File: src/rtl/wb_commit_tracer_if.sv
// ---------------------------------------------------------------------------
// wb_commit_tracer_if
//
// Purpose : groups the signals a commit tracer observes on the core
//           (writeback commit, memory-stage store, hazard-unit stall/flush)
//           together with the valid/ready drain port of its event FIFO.
//
// Signals :
//   RegWriteW  / WriteRegW / ResultW      writeback register commit
//   MemWriteM  / ALUOutM   / WriteDataM   memory-stage store
//   StallF     / FlushE                   hazard-unit status
//   out_valid  / out_ready / out_data     FIFO head (66-bit entry)
//   out_level                             FIFO occupancy
//
// Modports:
//   master : the side that produces the core signals and consumes entries
//            (core probe plus drain logic, or a testbench)
//   slave  : the tracer itself
// ---------------------------------------------------------------------------
interface wb_commit_tracer_if #(
    parameter int DEPTH = 16
) ();
    logic                     RegWriteW;
    logic [4:0]               WriteRegW;
    logic [31:0]              ResultW;
    logic                     MemWriteM;
    logic [31:0]              ALUOutM;
    logic [31:0]              WriteDataM;
    logic                     StallF;
    logic                     FlushE;
    logic                     out_valid;
    logic                     out_ready;
    logic [65:0]              out_data;
    logic [$clog2(DEPTH):0]   out_level;

    modport master (
        output RegWriteW, WriteRegW, ResultW,
        output MemWriteM, ALUOutM, WriteDataM,
        output StallF, FlushE,
        output out_ready,
        input  out_valid, out_data, out_level
    );

    modport slave (
        input  RegWriteW, WriteRegW, ResultW,
        input  MemWriteM, ALUOutM, WriteDataM,
        input  StallF, FlushE,
        input  out_ready,
        output out_valid, out_data, out_level
    );
endinterface

File: src/rtl/wb_commit_tracer.sv
// ---------------------------------------------------------------------------
// wb_commit_tracer
//
// Purpose : passive observer of the pipeline's writeback and memory stages.
//           Every architectural register commit (writes to $0 excluded) is
//           pushed into a FIFO as a 66-bit entry {kind, tag, data}; the
//           FIFO is drained through a valid/ready port. Free-running cycle,
//           stall, flush and commit counters are kept alongside.
//
// Entry format:
//   [65:64] kind : 2'b01 register commit, 2'b10 store
//   [63:32] tag  : zero-extended destination register, or store address
//   [31:0]  data : result value, or store data
//
// Ports:
//   ref_clk       in   core clock, rising-edge active
//   reset         in   asynchronous active-high reset, clears all state
//   clear         in   synchronous clear of FIFO, counters and overflow
//   bus           slave modport of wb_commit_tracer_if (core signals + drain)
//   overflow      out  sticky: an event was dropped because the FIFO was full
//   cycle_count   out  edges since reset/clear
//   stall_count   out  edges with StallF=1
//   flush_count   out  edges with FlushE=1
//   commit_count  out  register events accepted into the FIFO
//
// Optional feature:
//   `define WB_COMMIT_TRACER_STORE_TRACE_EN to also capture stores
//   (MemWriteM) as kind 2'b10 entries. When both a register commit and a
//   store arrive on one edge the register entry goes first; the store is
//   only kept when two slots are free. Without the macro the store inputs
//   are ignored.
//
// Parameters:
//   DEPTH  FIFO entries, power of two, >= 2
//   CNT_W  counter width; all counters wrap
// ---------------------------------------------------------------------------
module wb_commit_tracer #(
    parameter int DEPTH = 16,
    parameter int CNT_W = 32
) (
    input  logic             ref_clk,
    input  logic             reset,
    input  logic             clear,
    wb_commit_tracer_if.slave bus,
    output logic             overflow,
    output logic [CNT_W-1:0] cycle_count,
    output logic [CNT_W-1:0] stall_count,
    output logic [CNT_W-1:0] flush_count,
    output logic [CNT_W-1:0] commit_count
);

    localparam int AW = $clog2(DEPTH);
    // One extra pointer bit distinguishes full from empty.
    localparam int PW = AW + 1;

    localparam logic [1:0] KIND_REG   = 2'b01;
    localparam logic [1:0] KIND_STORE = 2'b10;

    // -----------------------------------------------------------------------
    // State
    // -----------------------------------------------------------------------
    logic [PW-1:0]    wr_ptr_q, wr_ptr_d;
    logic [PW-1:0]    rd_ptr_q, rd_ptr_d;
    logic             overflow_q, overflow_d;
    logic [CNT_W-1:0] cycle_q, cycle_d;
    logic [CNT_W-1:0] stall_q, stall_d;
    logic [CNT_W-1:0] flush_q, flush_d;
    logic [CNT_W-1:0] commit_q, commit_d;

    // Entry storage carries no reset: only the pointers decide what is live.
    logic [65:0]      mem_q [DEPTH];

    // -----------------------------------------------------------------------
    // Derived FIFO status
    // -----------------------------------------------------------------------
    logic [PW-1:0]    level;
    logic             not_empty;
    logic             pop;
    logic [PW-1:0]    free_slots;

    assign level      = wr_ptr_q - rd_ptr_q;
    assign not_empty  = (level != '0);
    assign pop        = not_empty && bus.out_ready;
    // A pop on this edge frees its slot for a push on the same edge.
    assign free_slots = PW'(DEPTH) - level + PW'(pop);

    // -----------------------------------------------------------------------
    // Event detection and entry formatting
    // -----------------------------------------------------------------------
    logic        reg_ev;
    logic        st_ev;
    logic [65:0] reg_entry;
    logic [65:0] st_entry;

    assign reg_ev    = bus.RegWriteW && (bus.WriteRegW != 5'd0);
    assign reg_entry = {KIND_REG, 27'd0, bus.WriteRegW, bus.ResultW};

`ifdef WB_COMMIT_TRACER_STORE_TRACE_EN
    assign st_ev    = bus.MemWriteM;
    assign st_entry = {KIND_STORE, bus.ALUOutM, bus.WriteDataM};
`else
    // Store inputs are observed but deliberately discarded in this build.
    logic unused_store_inputs;
    assign unused_store_inputs = ^{bus.MemWriteM, bus.ALUOutM, bus.WriteDataM, KIND_STORE};
    assign st_ev    = 1'b0;
    assign st_entry = '0;
`endif

    // -----------------------------------------------------------------------
    // Push arbitration
    // The register entry is always considered first; a store then needs a
    // slot beyond the one the register entry may have taken.
    // -----------------------------------------------------------------------
    logic reg_push;
    logic st_push;
    logic drop;

    always_comb begin
        reg_push = 1'b0;
        st_push  = 1'b0;
        drop     = 1'b0;
        if (reg_ev) begin
            if (free_slots >= PW'(1)) begin
                reg_push = 1'b1;
            end else begin
                drop = 1'b1;
            end
        end
        if (st_ev) begin
            if (free_slots >= (reg_push ? PW'(2) : PW'(1))) begin
                st_push = 1'b1;
            end else begin
                drop = 1'b1;
            end
        end
    end

    // Write addresses: the store lands one slot after a same-edge register entry.
    logic [AW-1:0] reg_addr;
    logic [AW-1:0] st_addr;

    assign reg_addr = wr_ptr_q[AW-1:0];
    assign st_addr  = wr_ptr_q[AW-1:0] + AW'(reg_push);

    // -----------------------------------------------------------------------
    // Next-state logic; clear overrides every push, pop and count.
    // -----------------------------------------------------------------------
    always_comb begin
        wr_ptr_d   = wr_ptr_q + PW'(reg_push) + PW'(st_push);
        rd_ptr_d   = rd_ptr_q + PW'(pop);
        overflow_d = overflow_q | drop;
        cycle_d    = cycle_q + CNT_W'(1);
        stall_d    = stall_q + CNT_W'(bus.StallF);
        flush_d    = flush_q + CNT_W'(bus.FlushE);
        commit_d   = commit_q + CNT_W'(reg_push);
        if (clear) begin
            wr_ptr_d   = '0;
            rd_ptr_d   = '0;
            overflow_d = 1'b0;
            cycle_d    = '0;
            stall_d    = '0;
            flush_d    = '0;
            commit_d   = '0;
        end
    end

    always_ff @(posedge ref_clk or posedge reset) begin
        if (reset) begin
            wr_ptr_q   <= '0;
            rd_ptr_q   <= '0;
            overflow_q <= 1'b0;
            cycle_q    <= '0;
            stall_q    <= '0;
            flush_q    <= '0;
            commit_q   <= '0;
        end else begin
            wr_ptr_q   <= wr_ptr_d;
            rd_ptr_q   <= rd_ptr_d;
            overflow_q <= overflow_d;
            cycle_q    <= cycle_d;
            stall_q    <= stall_d;
            flush_q    <= flush_d;
            commit_q   <= commit_d;
        end
    end

    // Entry storage: written only for accepted events.
    always_ff @(posedge ref_clk) begin
        if (!clear && !reset) begin
            if (reg_push) begin
                mem_q[reg_addr] <= reg_entry;
            end
            if (st_push) begin
                mem_q[st_addr] <= st_entry;
            end
        end
    end

    // -----------------------------------------------------------------------
    // Outputs
    // Head entry is combinational and masked to zero when empty, so it reads
    // zero as soon as an asynchronous reset clears the pointers.
    // -----------------------------------------------------------------------
    assign bus.out_valid  = not_empty;
    assign bus.out_data   = not_empty ? mem_q[rd_ptr_q[AW-1:0]] : 66'd0;
    assign bus.out_level  = level;

    assign overflow     = overflow_q;
    assign cycle_count  = cycle_q;
    assign stall_count  = stall_q;
    assign flush_count  = flush_q;
    assign commit_count = commit_q;

endmodule

File: src/flat_wrapper.sv
// flat-port wrapper written by rule: the top's interface ports become plain ports
module wb_commit_tracer_flat 
#(
    parameter int DEPTH = 16,
    parameter int CNT_W = 32
)
  (ref_clk, reset, clear, overflow, cycle_count, stall_count, flush_count, commit_count, bus_RegWriteW, bus_WriteRegW, bus_ResultW, bus_MemWriteM, bus_ALUOutM, bus_WriteDataM, bus_StallF, bus_FlushE, bus_out_ready, bus_out_valid, bus_out_data, bus_out_level);
  wb_commit_tracer_if #(.DEPTH(DEPTH)) bus_i ();
  input  logic ref_clk;
  input  logic reset;
  input  logic clear;
  output logic overflow;
  output logic [CNT_W-1:0] cycle_count;
  output logic [CNT_W-1:0] stall_count;
  output logic [CNT_W-1:0] flush_count;
  output logic [CNT_W-1:0] commit_count;
  input wire logic [$bits(bus_i.RegWriteW)-1:0] bus_RegWriteW;
  input wire logic [$bits(bus_i.WriteRegW)-1:0] bus_WriteRegW;
  input wire logic [$bits(bus_i.ResultW)-1:0] bus_ResultW;
  input wire logic [$bits(bus_i.MemWriteM)-1:0] bus_MemWriteM;
  input wire logic [$bits(bus_i.ALUOutM)-1:0] bus_ALUOutM;
  input wire logic [$bits(bus_i.WriteDataM)-1:0] bus_WriteDataM;
  input wire logic [$bits(bus_i.StallF)-1:0] bus_StallF;
  input wire logic [$bits(bus_i.FlushE)-1:0] bus_FlushE;
  input wire logic [$bits(bus_i.out_ready)-1:0] bus_out_ready;
  output wire logic [$bits(bus_i.out_valid)-1:0] bus_out_valid;
  output wire logic [$bits(bus_i.out_data)-1:0] bus_out_data;
  output wire logic [$bits(bus_i.out_level)-1:0] bus_out_level;
  assign bus_i.RegWriteW = bus_RegWriteW;
  assign bus_i.WriteRegW = bus_WriteRegW;
  assign bus_i.ResultW = bus_ResultW;
  assign bus_i.MemWriteM = bus_MemWriteM;
  assign bus_i.ALUOutM = bus_ALUOutM;
  assign bus_i.WriteDataM = bus_WriteDataM;
  assign bus_i.StallF = bus_StallF;
  assign bus_i.FlushE = bus_FlushE;
  assign bus_i.out_ready = bus_out_ready;
  assign bus_out_valid = bus_i.out_valid;
  assign bus_out_data = bus_i.out_data;
  assign bus_out_level = bus_i.out_level;
  wb_commit_tracer #(.DEPTH(DEPTH), .CNT_W(CNT_W)) u_core (.ref_clk(ref_clk), .reset(reset), .clear(clear), .bus(bus_i), .overflow(overflow), .cycle_count(cycle_count), .stall_count(stall_count), .flush_count(flush_count), .commit_count(commit_count));
endmodule
File: config.mk
export PLATFORM = sky130hd
export DESIGN_NAME = wb_commit_tracer_flat
export DESIGN_NICKNAME = d
export VERILOG_FILES = /design/src/rtl/wb_commit_tracer_if.sv /design/src/rtl/wb_commit_tracer.sv /design/src/flat_wrapper.sv
export SDC_FILE = /design/constraint.sdc
export NUM_CORES = 1
export LEC_CHECK = 0
export ABC_AREA = 1
export BUFFER_PORTS_ARGS = -buffer_cell sky130_fd_sc_hd__buf_2
export CAP_MARGIN = 25
export CORE_ASPECT_RATIO = 1.1
export CORE_MARGIN = 5
export CORE_UTILIZATION = 45
export CTS_BUF_LIST = sky130_fd_sc_hd__clkbuf_16
export CTS_CLUSTER_DIAMETER = 120
export DETAILED_ROUTE_END_ITERATION = 8
export GPL_ROUTABILITY_DRIVEN = 0
export GPL_TIMING_DRIVEN = 0
export SYNTH_ARGS = -nofsm -noshare
export SYNTH_HDL_FRONTEND = slang
export SYNTH_SLANG_ARGS = --single-unit
File: constraint.sdc
create_clock -name ref_clk -period 6.1 [get_ports ref_clk]
set_input_delay 0.61 -clock ref_clk [delete_from_list [all_inputs] [get_ports ref_clk]]
set_output_delay 0.61 -clock ref_clk [all_outputs]
set_load 0.005 [all_outputs]
==> results of run 1 <==
==> kinds of logic after synthesis <==
logic type	Yosys count	share of synthesized area, %
XOR/XNOR	49	1.361
AND/OR/NAND/NOR	1498	20.48
multiplexers	11	0.3491
adder cells (fa/ha/maj)	17	0.6982
flip-flops	731	67.39
AO/OA/AOI/OAI	304	5.288
buffers and inverters	325	4.419
other	1	0.01189
==> metrics by stage <==
| step | TNS (ns) | setup WS (ns) |
|---|---|---|
| after floorplan | 0 | 1.678 |
| after global placement | -899.36 | -1.803 |
| after detailed placement | 0 | 0.8037 |
| after CTS | 0 | 0.4478 |
| after global routing | 0 | 0.2563 |
| final | 0 | 0.3349 |
==> power groups by stage <==
stage / Clock [uW] / Combinational [uW] / Sequential [uW]
floorplan: 0 / 1890 / 5620
global placement: 0 / 3520 / 5630
detailed placement: 0 / 3620 / 5630
CTS: 4560 / 3630 / 5530
global route: 4790 / 3930 / 5530
finish: 4510 / 3660 / 5530
==> registers in the layout, indices dropped and copies added (netlist names) <==
name / flops
u_core.commit_count: 32
u_core.cycle_count: 32
u_core.flush_count: 32
u_core.mem_q: 592
u_core.overflow: 1
u_core.rd_ptr_q: 5
u_core.stall_count: 32
u_core.wr_ptr_q: 5
==> how the worst min path moves through the flow <==
stage                                         to  cells past startpoint
after floorplan            u_core.cycle_count[0]                      1
after global placement     u_core.flush_count[2]                      1
after detailed placement  u_core.stall_count[31]                      2
after CTS                     u_core.rd_ptr_q[3]                      2
after global routing          u_core.wr_ptr_q[4]                      2
final                         u_core.rd_ptr_q[2]                      2
==> layer usage <==
| layer | up-vias | global-route usage (%) |
|---|---|---|
| met5 | - | 0 |
| met4 | 0 | 11.75 |
| met3 | 249 | 4.103 |
| met2 | 1364 | 43.41 |
| met1 | 11840 | 34.87 |
| li1 | 10840 | - |
==> final cells by class <==
class                           count  share of cell area [%]
Sequential cell                   731                   57.70
Inverter                          156                   1.603
Multi-Input combinational cell   1907                   24.74
Clock buffer                       77                   5.231
Tap cell                          927                   3.149
Clock inverter                     64                   1.291
Antenna cell                        2                 0.01359
Buffer                            169                   2.194
Timing Repair Buffer              235                   4.076
==> cells in the final DEF (no fill, tap or decap), types with 17 or more instances in the layout <==
master	count
nand2_1	731
edfxtp_1	592
nand3_1	314
buf_2	261
nor2_1	256
inv_1	164
dfrtp_1	139
a21oi_1	119
o21ai_0	100
nor3_1	92
clkbuf_16	77
clkbuf_1	66
a31oi_1	61
xor2_1	33
nand4_1	31
buf_4	29
conb_1	28
buf_1	27
nor4_1	24
nor2_4	20
clkinv_1	17
clkinv_2	17
==> flow_metrics.tcl, run 1 <==
set metrics [dict create \
    start_kind "register" \
    swShare_pct 33.87 \
    ys.warnings.count 0 \
    power_frac_seq_pct 40.3 \
    syn2layout_area_growth_pct 16.79 \
    portBuffers 215 \
    r2r_slack_ns 0.73 \
    yosysMostFrequentCell "nand2_1" \
    synth_top_area_share_pct 56.36 \
    clock_latency_ns 0.63 \
    slew_headroom_pct 27.72 \
    antenna_found_initial 1 \
    ir_worst_vdd_mv 0.2652 \
    max_freq_mhz 173.5 \
    internal_power_uw 9063 \
    crit_start "u_core.rd_ptr_q[2]" \
    hpwl_mm 69.05 \
    die_area_mm2 0.07549 \
    postRouteAntennaNets 0 \
    ys.flop_type "edfxtp_1" \
    power_uw 13710 \
    slowest_delay_ns 0.84 \
    syn-cell-area_mm2 0.03154 \
    pwr-share-comb_pct 26.7 \
    cts_tree "yes" \
    design_area_mm2 0.03684 \
    p_clk_share_pct 32.9 \
    layout.nets 3402 \
    fillCellCount 6122 \
    die_h_um 287.7 \
    reg2regPathDepth 16 \
    cts_buffer_depth 3 \
    synth_commonest_cells "731 x nand2_1, 592 x edfxtp_1, 314 x nand3_1" \
    overflow 0 \
    fp.dieW_um 262.4 \
    fin_cells 4268 \
    worst_r2r_endpoint "u_core.mem_q[15][23]" \
    hold_path_class "input port to asynchronous set/reset pin" \
    wl_met3_mm 9.407 \
    power_density_mw_per_mm2 372.1 \
    yosys.area.top_type "edfxtp_1" \
    postCtsSetupBuffers 0 \
    vias 24293 \
    cp-end-kind "output pin" \
    seqCellArea_mm2 0.02126 \
    critical_path_class "register to output pin" \
    hold_ws_ns 0.07887 \
    wl_met1_mm 39.84 \
    detail_route.vias_per_cell 5.692 \
    cts.clk_slew.worst_paths_ns 0.06 \
    fin_crit_sh_pct 94.51 \
    worstPathMaxFanout 10 \
    core_area_mm2 0.06925 \
    wl_per_cell_um 24.01 \
    crit_cells 14 \
    avgSynthCellArea_um2 10.74 \
    multiInputGateArea_mm2 0.009112 \
    grt_pass1_wl_mm 150.6 \
    crit_top_cell "buf_2" \
    finalMaxSlewViolations 0 \
    path_cells "buf_2, inv_2, buf_2, clkbuf_1, ha_1, a21oi_1, nand3_1, nand3_1, nor2_1, nand2_2, inv_2, buf_2, nor3_1, buf_2" \
    critical_path.endpoint "bus_out_data[21]" \
    synthTopCellsByArea "edfxtp_1 56%, dfrtp_1 11%, nand2_1 8.7%" \
    worst-path-buf-inv 7 \
    maxCapViolCount 0 \
    drc 0 \
    grt_pass1_vias 23581 \
    hold_viol 0 \
    synth-edff-count 592 \
    critPathSlowestCell "clkbuf_1" \
    tightest_slew_ns 1.084 \
    dpl.cell_count 4125 \
    utilization_pct 53.19 \
    r2r-start "u_core.rd_ptr_q[2]" \
    p_leak_uw 0.01413 \
    dr.max_layer_used "met4" \
    cp_top_family "buffers and inverters" \
    first_iter_violations 3032 \
    totalWireLength_mm 102.5 \
    ys_ff_latch 731 \
    cts-buffers-inserted 76 \
    dpl_cell_area_mm2 0.03443 \
    clkSinkCount 731 \
    crit_arrival_ns 5.16 \
    met2_length_mm 48.44 \
    cts_resized 0 \
    grt_usage_pct 26.33 \
    switchingPower_uw 4642 \
    rows 101 \
    synthArstFlopShare_pct 19.02 \
    crit_required_ns 5.49 \
    io_pins 310 \
    clockRootBuffer "clkbuf_16" \
    drive_above_1_share_pct 14.17 \
    seq_area_frac_synth_pct 67.39 \
    cts_htree_levels 3 \
    dr.pass1.iters 6 \
    cts_hold_buf 0 \
    ys_types 42 \
    finalClockSkew_ns 0.02794 \
    rsz0062_at_grt "no" \
    finalSetupViolations 0 \
    status "completed" \
    grt_max_degree 87 \
    period_minus_slack_ns 5.765 \
    initial_core_util_pct 45.54 \
    syn_inst 2936 \
]
Note: power is estimated with default switching activity, not from simulation.
==> run 2, diff against run 1 <==
--- a/config.mk
+++ b/config.mk
@@ -5,7 +5,7 @@
 export SDC_FILE = /design/constraint.sdc
 export NUM_CORES = 1
 export LEC_CHECK = 0
-export ABC_AREA = 1
+export ABC_AREA = 0
 export BUFFER_PORTS_ARGS = -buffer_cell sky130_fd_sc_hd__buf_2
 export CAP_MARGIN = 25
 export CORE_ASPECT_RATIO = 1.1
==> run 2 against run 1 <==
  * Critical path depth rose by 4
  * Clock power fell by 0.9%
  * Sequential share of layout area rose by 2.5 points
  * Highest routed layer is now met5
  * Utilization rose by 1.1 points
  * Design area fell by 4.1%
  * Fmax rose by 1.1%
  * Worst setup slack improved by 0.065 ns
  * Combinational power fell by 22%
  * Sequential power barely moved
  * Synthesized area fell by 6.2%
  * First-iteration DRC count fell by 56%
==> flow_metrics.tcl, run 2 <==
set metrics [dict create \
    synth_top_area_share_pct 60.11 \
    first_iter_violations 1324 \
    fin_crit_sh_pct 93.44 \
    hpwl_mm 49.76 \
    critical_path_class "register to register" \
    die_area_mm2 0.07095 \
    synthArstFlopShare_pct 19.02 \
    ir_worst_vdd_mv 0.2464 \
    syn-cell-area_mm2 0.02957 \
    power_frac_seq_pct 43.1 \
    crit_top_cell "nor2_1" \
    r2r_slack_ns 0.40 \
    cts.clk_slew.worst_paths_ns 0.06 \
    wl_per_cell_um 24.25 \
    die_h_um 278.9 \
    r2r-start "u_core.rd_ptr_q[1]" \
    yosys.area.top_type "edfxtp_1" \
    clock_latency_ns 0.61 \
    hold_path_class "input port to asynchronous set/reset pin" \
    syn_inst 1616 \
    hold_viol 0 \
    ys.warnings.count 0 \
    critPathSlowestCell "nor4_4" \
    period_minus_slack_ns 5.700 \
    grt_pass1_vias 16443 \
    slowest_delay_ns 0.83 \
    swShare_pct 27.25 \
    start_kind "register" \
    p_leak_uw 0.01268 \
    synthSimpleGateAreaFrac_pct 7.078 \
    largest_reg_flops 592 \
    final_cell_mix "592 x edfxtp_1, 230 x buf_2, 185 x mux4_2" \
    detail_route.vias_per_cell 5.517 \
    use_met2_pct 32.19 \
    totalWireLength_mm 71.02 \
    largest_register "u_core.mem_q" \
    grt_usage_pct 19.81 \
    io_pins 310 \
    synthTopCellsByArea "edfxtp_1 60%, mux4_2 14%, dfrtp_1 12%" \
    ys_types 46 \
    pre_cts_ws_ns -0.05170 \
    cts_buffer_depth 3 \
    cts_hold_buf 0 \
    yosysMostFrequentCell "edfxtp_1" \
    final_common_cell "edfxtp_1" \
    cts_htree_levels 3 \
    dpl.cell_count 2791 \
    clockRootBuffer "clkbuf_16" \
    rsz0062_at_grt "no" \
    vias 16158 \
    slew_headroom_pct 30.93 \
    fp.dieW_um 254.4 \
    switchingPower_uw 3497 \
    core_area_mm2 0.06511 \
    synth_mux_area_share_pct 14.12 \
    avgSynthCellArea_um2 18.30 \
    antenna_found_initial 8 \
    postCtsSetupBuffers 0 \
    ys_ff_latch 731 \
    dr.pass1.iters 5 \
    grt_most_used_layer "met2" \
    fin_tns_setup_ns 0 \
    finalMaxSlewViolations 0 \
    fin_cells 2929 \
    reg2regPathDepth 18 \
    cts-buffers-inserted 75 \
    postRouteAntennaNets 0 \
    grt_pass1_wl_mm 105.6 \
    power_uw 12830 \
    seq_area_frac_synth_pct 71.88 \
    grt_max_degree 35 \
    syn2layout_area_growth_pct 19.45 \
    hold_ws_ns 0.1162 \
    finalClockSkew_ns 0.01629 \
    clkSinkCount 731 \
    synth-edff-count 592 \
    synth_commonest_cells "592 x edfxtp_1, 185 x mux4_2, 139 x dfrtp_1" \
    pwr-share-comb_pct 22.1 \
    ys.flop_type "edfxtp_1" \
    synth_top_family_by_area "multiplexers" \
    drive_above_1_share_pct 32.21 \
    synth_xor_area_share_pct 3.228 \
    setup_ws_ns 0.4004 \
    finalSetupViolations 0 \
    crit_required_ns 6.59 \
    worstPathMaxFanout 10 \
    met1_usage_pct 27.94 \
    layout.nets 2147 \
    synth-compound-area-share_pct 0.9816 \
    path_cells "clkbuf_1, clkbuf_1, clkbuf_2, inv_1, ha_1, nand3b_1, a21boi_1, o21ai_1, o311a_1, nor4_4, buf_6, nor2_1, ha_1, nand3_1, nor2_1, nand4bb_1, nor2_1, a31o_2" \
    cts_tree "yes" \
    power_density_mw_per_mm2 363.2 \
    rows 98 \
    met3_usage_pct 3.698 \
    worst_r2r_endpoint "u_core.commit_count[31]" \
    portBuffers 215 \
    cp-end-kind "register" \
    crit_arrival_ns 6.19 \
    internal_power_uw 9334 \
    status "completed" \
    p_clk_share_pct 34.8 \
    max_freq_mhz 175.5 \
    drc 0 \
    tightest_slew_ns 1.028 \
    overflow 0 \
    synth_fa_ha_area_share_pct 0.7447 \
    maxCapViolCount 0 \
    initial_core_util_pct 45.42 \
    cts_resized 3 \
]
==> run 2: critical path: cells and delay by family, from the launching register on <==
| kind | cells | cell delay [ns] |
|---|---|---|
| flip-flops | 1 | 0.41 |
| adder cells (fa/ha/maj) | 2 | 0.59 |
| AO/OA/AOI/OAI | 4 | 0.99 |
| AND/OR/NAND/NOR | 7 | 1.73 |
| buffers and inverters | 5 | 1.85 |
==> run 2: cell type report <==
class | instances | area (um2)
clock inverters | 56 | 459.2
diodes | 2 | 5.005
fillers | 5135 | 29780
plain buffers | 97 | 503.0
multi-input cells | 794 | 8040
inverters | 21 | 82.58
well taps | 850 | 1064
clock buffers | 77 | 1927
repair buffers | 301 | 1989
flip-flops and latches | 731 | 21260
==> run 2: metrics by stage <==
| step | cell area (um2) | utilization, % |
|---|---|---|
| 2_1_floorplan | 29740 | - |
| 3_3_place_gp | 31880 | 48.96 |
| 3_5_place_dp | 32900 | 50.52 |
| 4_1_cts | 35290 | 54.20 |
| 5_1_grt | 35330 | 54.25 |
| 6_report | 35330 | 54.25 |
==> run 2: power groups by stage <==
stage               clock network (uW)  logic, uW  registers (uW)
finish                            4470       2840            5520
global route                      4790       3080            5530
CTS                               4570       2920            5520
detailed placement                   0       2900            5630
global placement                     0       2770            5640
floorplan                            0       1730            5630
==> run 2: worst max path at each step <==
| stage | from | end | slack [ns] | depth (start not counted) |
|---|---|---|---|---|
| 3_5_place_dp | u_core.rd_ptr_q[1] | bus_out_data[23] | -0.05 | 13 |
| 2_1_floorplan | u_core.rd_ptr_q[1] | u_core.mem_q[0][0] | -0.42 | 11 |
| 5_1_grt | u_core.rd_ptr_q[1] | u_core.commit_count[31] | 0.10 | 19 |
| 6_report | u_core.rd_ptr_q[1] | u_core.commit_count[31] | 0.40 | 18 |
| 4_1_cts | u_core.rd_ptr_q[1] | bus_out_data[23] | 0.12 | 13 |
| 3_3_place_gp | u_core.rd_ptr_q[1] | u_core.mem_q[10][11] | -5.96 | 11 |
==> run 2: routing by layer <==
layer | routed length (um) | up-vias | share of wire [%]
li1 | - | 7108 | -
met1 | 30680 | 8457 | 43
met2 | 34550 | 478 | 49
met3 | 4232 | 107 | 6.0
met4 | 1501 | 8 | 2.1
met5 | 53 | - | 0.075
==> run 2: kinds of logic after synthesis <==
| family | count (synthesis) |
|---|---|
| AND/OR/NAND/NOR | 401 |
| buffers and inverters | 118 |
| AO/OA/AOI/OAI | 53 |
| adder cells (fa/ha/maj) | 17 |
| other | 1 |
| XOR/XNOR | 109 |
| multiplexers | 186 |
| flip-flops | 731 |
==> run 3, diff against run 2 <==
--- a/config.mk
+++ b/config.mk
@@ -10,7 +10,7 @@
 export CAP_MARGIN = 25
 export CORE_ASPECT_RATIO = 1.1
 export CORE_MARGIN = 5
-export CORE_UTILIZATION = 45
+export CORE_UTILIZATION = 35
 export CTS_BUF_LIST = sky130_fd_sc_hd__clkbuf_16
 export CTS_CLUSTER_DIAMETER = 120
 export DETAILED_ROUTE_END_ITERATION = 8
==> run 3 against run 2 <==
  * Utilization is 11 points lower
  * Non-clock buffer count up 4
  * Worst hold slack improved by 0.10 ns
  * Wire length grew 4.2%
  * Die area grew 27%
  * Worst setup slack gained 0.042 ns
  * Clock skew up 0.014 ns
  * Critical endpoint is now bus_out_data[28]
  * Largest cell class unchanged
==> flow_metrics.tcl, run 3 (synthesis results as in run 2) <==
set metrics [dict create \
    max_freq_mhz 176.8 \
    largest_reg_flops 592 \
    cts-buffers-inserted 77 \
    portBuffers 215 \
    p_leak_uw 0.01274 \
    detail_route.vias_per_cell 5.063 \
    slew_headroom_pct 29.00 \
    io_pins 310 \
    cts.clk_slew.worst_paths_ns 0.06 \
    fin_crit_sh_pct 92.75 \
    vias 16327 \
    largest_register "u_core.mem_q" \
    final_common_cell "edfxtp_1" \
    start_kind "register" \
    fin_cells 3225 \
    grt_max_degree 42 \
    hpwl_mm 52.28 \
    design_area_mm2 0.03583 \
    first_iter_violations 1389 \
    grt_usage_pct 16.16 \
    clock_latency_ns 0.63 \
    fin_tns_setup_ns 0 \
    final_cell_mix "592 x edfxtp_1, 230 x buf_2, 185 x mux4_2" \
    totalWireLength_mm 74.03 \
    cp-end-kind "output pin" \
    hold_viol 0 \
    layout.nets 2153 \
    grt_pass1_vias 16867 \
    finalSetupViolations 0 \
    dpl.cell_count 3076 \
    postRouteAntennaNets 0 \
    cts_tree "yes" \
    critical_path_class "register to output pin" \
    antenna_found_initial 10 \
    grt_pass1_wl_mm 109.4 \
    fp.dieW_um 287.1 \
    core_area_mm2 0.08361 \
    syn2layout_area_growth_pct 21.16 \
    power_uw 12950 \
    rsz0062_at_grt "no" \
    fillCellCount 7418 \
    die_h_um 314.9 \
    maxCapViolCount 0 \
    status "completed" \
    period_minus_slack_ns 5.658 \
    dpl_cell_area_mm2 0.03333 \
    ir_worst_vdd_mv 0.3519 \
    cts_buffer_depth 3 \
    utilization_pct 42.86 \
    power_density_mw_per_mm2 361.3 \
    worstPathMaxFanout 10 \
    crit_required_ns 5.49 \
    cts_htree_levels 3 \
    overflow 0 \
    rows 111 \
    clockRootBuffer "clkbuf_16" \
    wl_per_cell_um 22.96 \
    die_area_mm2 0.09041 \
    finalClockSkew_ns 0.03067 \
    tightest_slew_ns 1.056 \
    dr.pass1.iters 7 \
    cts_hold_buf 0 \
    hold_path_class "input port to asynchronous set/reset pin" \
    drive_above_1_share_pct 32.68 \
    finalMaxSlewViolations 0 \
    initial_core_util_pct 35.37 \
    crit_arrival_ns 5.05 \
    drc 0 \
    clkSinkCount 731 \
]
run 3: final cells by class:
cell class	count	area, um2	share of cell area, %
diodes	5	12.51	0.03492
plain buffers	97	503.0	1.404
clock buffers	77	1927	5.378
clock inverters	65	533.0	1.488
inverters	21	82.58	0.2305
multi-input cells	794	8040	22.44
flip-flops and latches	731	21260	59.32
well taps	1130	1414	3.946
repair buffers	305	2063	5.758
run 3: worst paths after layout:
check                                            from                      end  slack (ns)  depth (start not counted)
max in group asynchronous                       reset   u_core.commit_count[3]        4.98                          4
worst min-delay path                            reset       u_core.wr_ptr_q[0]        0.22                          2
worst max register to register     u_core.rd_ptr_q[1]  u_core.commit_count[31]        0.44                         19
min in group ref_clk                       bus_FlushE    u_core.flush_count[0]        0.34                          3
worst min register to register  u_core.cycle_count[0]    u_core.cycle_count[0]        0.51                          1
worst max-delay path               u_core.rd_ptr_q[1]         bus_out_data[28]        0.44                         13
run 3: repair_timing:
item,in CTS,in global routing
gates resized for setup,3,3
pin swaps,0,1
setup buffers,0,1
setup endpoints to repair,49,20
run 3: power breakdown:
part           leakage [uW]  switching [uW]  internal (uW)
clock               0.00124            1980           2510
combinational       0.00424            1630           1300
sequential          0.00726            41.1           5480
total                0.0127            3650           9300
run 3: routing by layer:
metal | vias to the layer above | global-route usage, % | routed length (um)
li1 | 7121 | - | -
met1 | 8541 | 21.31 | 30400
met2 | 548 | 27.12 | 36500
met3 | 108 | 3.861 | 5490
met4 | 9 | 4.145 | 1543
met5 | - | 0.4891 | 96
run 3: stage by stage:
step | hold slack (ns) | setup slack, ns
finish | 0.2171 | 0.4423
global route | 0.2748 | 0.02013
global placement | 0.4976 | -6.000
detailed placement | 0.5060 | -0.1334
CTS | 0.2197 | 0.05931
floorplan | 0.4834 | -0.4223
run 3: critical path: stages, from the launching register on:
cell and delay [ns]:
dfrtp_1 0.42, clkbuf_1 0.44, clkbuf_1 0.48, clkbuf_2 0.47
inv_1 0.09, ha_1 0.30, nand3b_1 0.09, a21boi_1 0.22
o21ai_1 0.18, nor4_2 0.54, clkbuf_2 0.44, clkbuf_2 0.40
nor2b_1 0.17, buf_2 0.16
